**config.mk**
```make
export PLATFORM = sky130hd
export DESIGN_NAME = rw_stage_pipe
export DESIGN_NICKNAME = d
export VERILOG_FILES = /design/src/rtl/rw_stage_pipe_pkg.sv /design/src/rtl/rw_load_fmt.sv /design/src/rtl/rw_stage_pipe.sv
export SDC_FILE = /design/constraint.sdc
export NUM_CORES = 1
export LEC_CHECK = 0
export BUFFER_PORTS_ARGS = -buffer_cell sky130_fd_sc_hd__clkbuf_2
export CAP_MARGIN = 20
export CORE_UTILIZATION = 30
export CTS_BUF_LIST = sky130_fd_sc_hd__clkbuf_2
export DETAILED_ROUTE_END_ITERATION = 8
export GPL_TIMING_DRIVEN = 1
export PLACE_DENSITY_LB_ADDON = 0.12
export SKIP_CTS_REPAIR_TIMING = 1
export SLEW_MARGIN = 30
export SYNTH_ARGS = -nofsm -noshare
export SYNTH_HDL_FRONTEND = slang
export SYNTH_SLANG_ARGS = --single-unit
```
**constraint.sdc**
```tcl
create_clock -name clk -period 10.1 [get_ports clk]
set_clock_uncertainty 0.1 [all_clocks]
set_input_delay 1.515 -clock clk [delete_from_list [all_inputs] [get_ports clk]]
set_output_delay 1.515 -clock clk [all_outputs]
set_load 0.03 [all_outputs]
```
**src/rtl/rw_stage_pipe_pkg.sv**
```systemverilog
// Shared opcode and load funct3 constants for the register-writeback stage.
// Optional build macro RW_RETIRE_CNT_EN adds retire counting in rw_stage_pipe.
package rw_stage_pipe_pkg;

  localparam logic [6:0] R_type       = 7'b0110011;
  localparam logic [6:0] I_type_alu   = 7'b0010011;
  localparam logic [6:0] I_type_jalr  = 7'b1100111;
  localparam logic [6:0] I_type_ld    = 7'b0000011;
  localparam logic [6:0] J_type       = 7'b1101111;
  localparam logic [6:0] U_type_auipc = 7'b0010111;
  localparam logic [6:0] U_type_lui   = 7'b0110111;

  localparam logic [2:0] F3_LB  = 3'b000;
  localparam logic [2:0] F3_LH  = 3'b001;
  localparam logic [2:0] F3_LW  = 3'b010;
  localparam logic [2:0] F3_LBU = 3'b100;
  localparam logic [2:0] F3_LHU = 3'b101;

  function automatic logic op_writes(input logic [6:0] op);
    logic w;
    case (op)
      R_type, I_type_alu, I_type_jalr, I_type_ld,
      J_type, U_type_auipc, U_type_lui: w = 1'b1;
      default:                          w = 1'b0;
    endcase
    return w;
  endfunction

endpackage

```
**src/rtl/rw_load_fmt.sv**
```systemverilog
// Combinational load formatter: selects byte/half/word from the aligned raw word
// and sign- or zero-extends it to XLEN; zero latency, no flow control.
module rw_load_fmt
  import rw_stage_pipe_pkg::*;
#(
  parameter int XLEN = 32
) (
  input  logic [XLEN-1:0] raw,
  input  logic [1:0]      addr_lo,
  input  logic [2:0]      f3,
  output logic [XLEN-1:0] result
);

  logic [31:0] word;
  logic [7:0]  byte_sel;
  logic [15:0] half_sel;

  assign word = raw[31:0];

  always_comb begin
    case (addr_lo)
      2'd0:    byte_sel = word[7:0];
      2'd1:    byte_sel = word[15:8];
      2'd2:    byte_sel = word[23:16];
      default: byte_sel = word[31:24];
    endcase
  end

  // Halfword loads are assumed aligned, so only addr_lo[1] matters.
  assign half_sel = addr_lo[1] ? word[31:16] : word[15:0];

  always_comb begin
    case (f3)
      F3_LB:   result = XLEN'($signed(byte_sel));
      F3_LH:   result = XLEN'($signed(half_sel));
      F3_LW:   result = XLEN'($signed(word));
      F3_LBU:  result = XLEN'(byte_sel);
      F3_LHU:  result = XLEN'(half_sel);
      default: result = raw;
    endcase
  end

endmodule

```
**src/rtl/rw_stage_pipe.sv**
```systemverilog
// Registered writeback stage: 1-cycle latency ma_* -> wb_*, stall holds, flush kills; keeps
// a write history for decode forwarding. RW_RETIRE_CNT_EN adds retire_cnt/retire_pulse.
module rw_stage_pipe
  import rw_stage_pipe_pkg::*;
#(
  parameter int XLEN       = 32,
  parameter int RA_W       = 5,
  parameter int HIST_DEPTH = 2
) (
  input  logic            clk,
  input  logic            rst,
  input  logic            ma_valid,
  input  logic            stall,
  input  logic            flush,
  input  logic [XLEN-1:0] ma_pc,
  input  logic [XLEN-1:0] ma_aluresult,
  input  logic [31:0]     ma_instruction,
  input  logic [XLEN-1:0] ma_ldresult,
  input  logic [1:0]      ma_addr_lo,
  output logic            wb_en,
  output logic [RA_W-1:0] wb_addr,
  output logic [XLEN-1:0] wb_data,
  input  logic [RA_W-1:0] q_addr,
  output logic            q_hit,
  output logic [XLEN-1:0] q_data
`ifdef RW_RETIRE_CNT_EN
  ,
  output logic [63:0]     retire_cnt,
  output logic            retire_pulse
`endif
);

  logic            valid_q;
  logic [XLEN-1:0] pc_q;
  logic [XLEN-1:0] alu_q;
  logic [31:0]     instr_q;
  logic [XLEN-1:0] ld_q;
  logic [1:0]      addr_lo_q;

  always_ff @(posedge clk or posedge rst) begin
    if (rst) begin
      valid_q   <= 1'b0;
      pc_q      <= '0;
      alu_q     <= '0;
      instr_q   <= '0;
      ld_q      <= '0;
      addr_lo_q <= '0;
    end else if (flush) begin
      valid_q <= 1'b0;
    end else if (!stall) begin
      valid_q   <= ma_valid;
      pc_q      <= ma_pc;
      alu_q     <= ma_aluresult;
      instr_q   <= ma_instruction;
      ld_q      <= ma_ldresult;
      addr_lo_q <= ma_addr_lo;
    end
  end

  logic [6:0]      opcode;
  logic [4:0]      rd;
  logic [2:0]      f3;
  logic [XLEN-1:0] ld_fmt;
  logic            unused_instr_bits;

  assign opcode            = instr_q[6:0];
  assign rd                = instr_q[11:7];
  assign f3                = instr_q[14:12];
  assign unused_instr_bits = ^instr_q[31:15];

  rw_load_fmt #(.XLEN(XLEN)) u_load_fmt (
    .raw     (ld_q),
    .addr_lo (addr_lo_q),
    .f3      (f3),
    .result  (ld_fmt)
  );

  assign wb_en   = valid_q & op_writes(opcode) & (rd != 5'd0) & ~stall;
  assign wb_addr = RA_W'(rd);

  always_comb begin
    case (opcode)
      I_type_ld:           wb_data = ld_fmt;
      J_type, I_type_jalr: wb_data = pc_q + XLEN'(4);
      default:             wb_data = alu_q;
    endcase
  end

  // Entry 0 is the newest write; an address of 0 marks an empty slot.
  logic [RA_W-1:0] hist_addr [HIST_DEPTH];
  logic [XLEN-1:0] hist_data [HIST_DEPTH];

  always_ff @(posedge clk or posedge rst) begin
    if (rst) begin
      for (int i = 0; i < HIST_DEPTH; i++) begin
        hist_addr[i] <= '0;
        hist_data[i] <= '0;
      end
    end else if (wb_en) begin
      hist_addr[0] <= wb_addr;
      hist_data[0] <= wb_data;
      for (int i = 1; i < HIST_DEPTH; i++) begin
        hist_addr[i] <= hist_addr[i-1];
        hist_data[i] <= hist_data[i-1];
      end
    end
  end

  // Walk oldest to newest so younger matches override; the live stage overrides all.
  always_comb begin
    q_hit  = 1'b0;
    q_data = '0;
    for (int i = HIST_DEPTH - 1; i >= 0; i--) begin
      if (hist_addr[i] == q_addr) begin
        q_hit  = 1'b1;
        q_data = hist_data[i];
      end
    end
    if (wb_en && (wb_addr == q_addr)) begin
      q_hit  = 1'b1;
      q_data = wb_data;
    end
    if (q_addr == '0) begin
      q_hit  = 1'b0;
      q_data = '0;
    end
  end

`ifdef RW_RETIRE_CNT_EN
  assign retire_pulse = valid_q & ~stall;

  always_ff @(posedge clk or posedge rst) begin
    if (rst) begin
      retire_cnt <= '0;
    end else if (retire_pulse) begin
      retire_cnt <= retire_cnt + 64'd1;
    end
  end
`endif

endmodule

```
# After elaboration in Yosys (flattened, before gate mapping)
# Index checks and enable logic that the tools add are counted.
# word_totals
wordCells,55
reg_bits,188
out_inout_bits,71
in_bits,140
# op_classes
n_addsub,1
muxes,15
eq_ne,16
n_reduce_logical,8
n_bitwise,5
# ops
operator,count
$mux W32,4
$pmux W32 S4,1
$pmux W32 S2,1
$add A32 B3 Y32 const B,1
$pmux W8 S3,1
$mux W16,1
$eq A5 B5 Y1,3
$eq A7 B5 Y1 const B,2
$eq A7 B6 Y1 const B,2
$eq A7 B7 Y1 const B,2
$eq A7 B2 Y1 const B,1
$mux W1,7
$reduce_or A7 Y1,1
$eq A3 B3 Y1 const B,2
$logic_not A5 Y1,1
$reduce_bool A5 Y1,1
$and A1 B1 Y1,3
$eq A3 B1 Y1 const B,1
$logic_not A3 Y1,1
$eq A2 B1 Y1 const B,1
$eq A2 B2 Y1 const B,1
$logic_not A2 Y1,1
$ne A2 B1 Y1 const B,1
$not A1 Y1,2
3 further kinds,3

# Logic depth before layout (Yosys ltp)
# logic_depth
word_depth,9
ltp_mapped,9
mapped_depth_nobuf,7

# By module
# A second synthesis with hierarchy kept.
# unflattened
cells_unflattened,956
hier_area_um2,10163.5
# by_module_without_submodules
mod,area_each_um2,seq_area_each_um2,n_inst,cells_per_inst
rw_stage_pipe,9440.3,4704.5,1,825
rw_load_fmt,723.2,0.0,1,131

# Worst setup path before layout
# Ideal clock, no wire load.
# synth_timing
path_type,input port to output port
startpoint,in q_addr[0]
endpoint,out q_data[20]
arrival_ns,3.428
t_required_ns,8.485
n_path_buf,3
slack_ns,5.057
stages,9
path_cell_list,xor2_1 -> nor3_1 -> and3_1 -> buf_1 -> nor2_1 -> or3_1 -> buf_2 -> buf_6 -> o22ai_1
# synth_between
elab_chain_cells,5
word_cells_on_any_way,9
classes_between,3 x eq/ne; 4 x mux; 2 x reduce/logical
# synth_lines
element,line_no,text
from (decl),rw_stage_pipe.sv:23,"input logic [RA_W-1:0] q_addr,"
$eq A5 B5 Y1,rw_stage_pipe.sv:114,if (hist_addr[i] == q_addr) begin
$mux W32 (2 in a row),rw_stage_pipe.sv:114,
$mux W32,rw_stage_pipe.sv:119,if (wb_en && (wb_addr == q_addr)) begin
$mux W32 *,rw_stage_pipe.sv:123,if (q_addr == '0) begin
to (decl),rw_stage_pipe.sv:25,output logic [XLEN-1:0] q_data
# Every way passes the cells marked *; elsewhere a longest branch is shown, timed or not.

# Worst setup path in the final report
# layout_timing
startpoint,in q_addr[0]
endpoint,out q_data[30]
# The elaborated chain is that of the path after synthesis.

==> metrics.cfg <==
[die]
fp.dieArea_um2=32800
die_h_um=181
ios=211
die_x_um=181
initial_core_util=0.305
core_area_um2=31600
num_rows=65

[pwr]
power_frac_clock=0.225
power.share.sequential=0.530
leakagePower_nw=5.25
swShare=0.357
p_switching_mw=0.643
ir_worst_vdd_v=0.0000553
internal-power_mw=1.16
powerDensity_nw_per_um2=161
comb_power_share=0.245

[global_route]
use_met1=0.260
grt_usage=0.180
grt_max_degree=82
grt_first_pass_wirelength_um=44400
top_usage_layer=met2
grt_util_met3=0.0314
grt_pass1_vias=7152
antenna_found_initial=1
use_met2=0.276
grt.overflow.total=0

[critical_path]
path_buf_inv=2
worstPathArrival_ns=3.96
cp_max_fo=14
cp_slowest_cell=or3_1
r2r_start=addr_lo_q[1]$_DFFE_PP0P_
worstPathRequired_ns=8.49
critPathMaxStageDelay_ns=0.63
r2r_slack_ns=7.03
startpoint_type=primary input
reg2reg_to=hist_data[53]$_DFFE_PP0P_
critPathKind=in2out
path_cells=clkbuf_2 > xor2_1 > nor3_1 > and3_1 > nor2_1 > or3_1 > o22ai_1 > clkbuf_2
path_common_cell=clkbuf_2
reg2regPathDepth=5
crit_family=simple AND/OR/NAND/NOR gates
cp-end-kind=primary output

[route]
final_antenna_net_count=0
wl_per_cell_um=20.2
drt_iter0_drc=527
vias=7176
dr.pass1.iters=5
vias_per_cell=5.06
routed_wl_um=28700
drc_errors=0

[timing]
tightest_slew_ns=0.918
hold_viol_final=0
max_clock_freq_mhz=179
rsz0062_at_grt=no
fin_tns_setup_ns=0
slew_headroom=0.388
hold_ws_ns=0.442
fin_crit_sh=0.552
final_max_slew_viol_count=0
finalSetupViolCount=0
period_needed_ns=5.57
layout_setup_ws_ns=4.53

[layout]
fin_cells=1419
area_growth_pct=16.6
fillers=3323
fin_nets=1143
drive_above_1_share=0.414
final_area_um2=11200

[job]
maxCapViolations=0

[synthesis]
syn-mean-instance-area_um2=11.5
postSynth.asyncResetShare=1.00
yosys-top-cells-count=dfrtp_1 (188), mux2_2 (172), nand2_1 (44), mux2i_1 (39), clkbuf_1 (34)
synth.top_cell.area_share=0.489
synth_edf_count=0
syn_area_um2=9630
synth_top_cell_by_area=dfrtp_1
yosysMostFrequentCell=dfrtp_1
yosysWarnings=0
synth_fp_nets=976
synthesis.instances=835
ys_seq_elements=188
yosys_most_used_dff=dfrtp_1
yosys-top-cells-area=dfrtp_1 (49%), mux2_2 (20%), mux2i_1 (4.1%), xnor2_1 (1.8%), xor2_1 (1.8%)
ys_types=53
synth_seq_area_share=0.489

[cts]
clk_path_buf_depth=2
clock_latency_ns=0.77
path_clk_slew_ns=0.24
root_buffer=clkbuf_2
cts_buffers=17
cts_tree=yes
htreeDepth=4
clkSinkCount=188

[min_path]
hp-start=hist_data[2]$_DFFE_PP0P_
worstHoldEndpoint=hist_data[2]$_DFFE_PP0P_
min_path_cells=1
hp-class=reg2reg

[placed_design]
place_ws_ns=4.48
dpl.hpwl_um=21300
gp_congestion=0.817
dpl_cell_area_um2=11000
port_buffers=193
placed_cells=1385

[outcome]
status=completed

registers in the layout, indices dropped and copies added (netlist names):
register and count:
hist_addr 10, instr_q 15, ld_q 32, alu_q 32
hist_data 64, valid_q 1, pc_q 32, addr_lo_q 2
area by class of cell:
type                       instances  area [um2]  share of cell area
antenna                            2        5.00            0.000446
clock buffer                      17        85.1             0.00758
clock inverter                    15         160              0.0143
inverter                          19        76.3             0.00680
multi-input combinational        572        4640               0.413
sequential                       188        4700               0.419
tap                              402         503              0.0448
timing repair buffer             204        1050              0.0935
metrics by stage:
stage               total power, mW   util
floorplan                      1.25      -
global placement               1.41  0.347
detailed placement             1.41  0.347
CTS                            1.83  0.355
global route                   1.92  0.355
finish                         1.80  0.356
cells by family (layout without fill, tap and decap cells):
group	Yosys count	count (layout)	synth area share
fa+ha+maj	1	1	0.00130
flops	188	188	0.489
buf+inv	75	255	0.0342
mux	211	211	0.242
compound gates	158	158	0.112
xor+xnor	40	40	0.0364
other cells	0	2	0
simple gates	162	162	0.0854
placed cells by master, fill, tap and decap left out, types with 6 or more instances in the layout:
master and n:
a211oi_1 8, a21oi_1 33, a222oi_1 6, a22oi_1 11
and3_1 7, buf_4 11, clkbuf_2 210, dfrtp_1 188
inv_1 18, inv_6 6, mux2_2 172, mux2i_1 39
nand2_1 44, nand3_1 16, nand4_1 10, nor2_1 31
nor3_1 8, nor4_1 6, o211a_1 6, o21a_1 14
o21ai_0 22, o21ai_1 12, o22ai_1 15, or3_1 8
xnor2_1 20, xor2_1 20
power groups by stage:
| stage | Combinational (mW) | Sequential, mW | Clock, mW |
|---|---|---|---|
| 2_1_floorplan | 0.317 | 0.930 | 0 |
| 3_3_place_gp | 0.441 | 0.967 | 0 |
| 3_5_place_dp | 0.445 | 0.969 | 0 |
| 4_1_cts | 0.446 | 0.956 | 0.432 |
| 5_1_grt | 0.483 | 0.974 | 0.462 |
| 6_report | 0.442 | 0.955 | 0.405 |
worst register-to-register path: cells and delay by family (launching register included):
| kind | cells | cell delay [ns] |
|---|---|---|
| AOI/OAI and AO/OA | 4 | 1.62 |
| DFF | 1 | 0.82 |
| muxes | 1 | 0.44 |
routing by layer:
metal / routed length (um) / vias to the layer above
met1: 14500 / 3588
li1: - / 3402
met4: 455 / 0
met5: 0 / -
met3: 878 / 22
met2: 12900 / 164
worst max-delay path by stage:
stage / slack (ns) / end / startpoint / cells after the start
3_5_place_dp: 4.48 / q_data[30] / q_addr[0] / 8
3_3_place_gp: 4.40 / q_data[31] / q_addr[0] / 8
6_report: 4.53 / q_data[30] / q_addr[0] / 8
4_1_cts: 4.43 / q_data[31] / instr_q[4]$_DFFE_PP0P_ / 7
2_1_floorplan: 3.37 / addr_lo_q[0]$_DFFE_PP0P_ / rst / 1
5_1_grt: 4.23 / q_data[20] / pc_q[2]$_DFFE_PP0P_ / 8
Power figures use the tool's default switching activity.
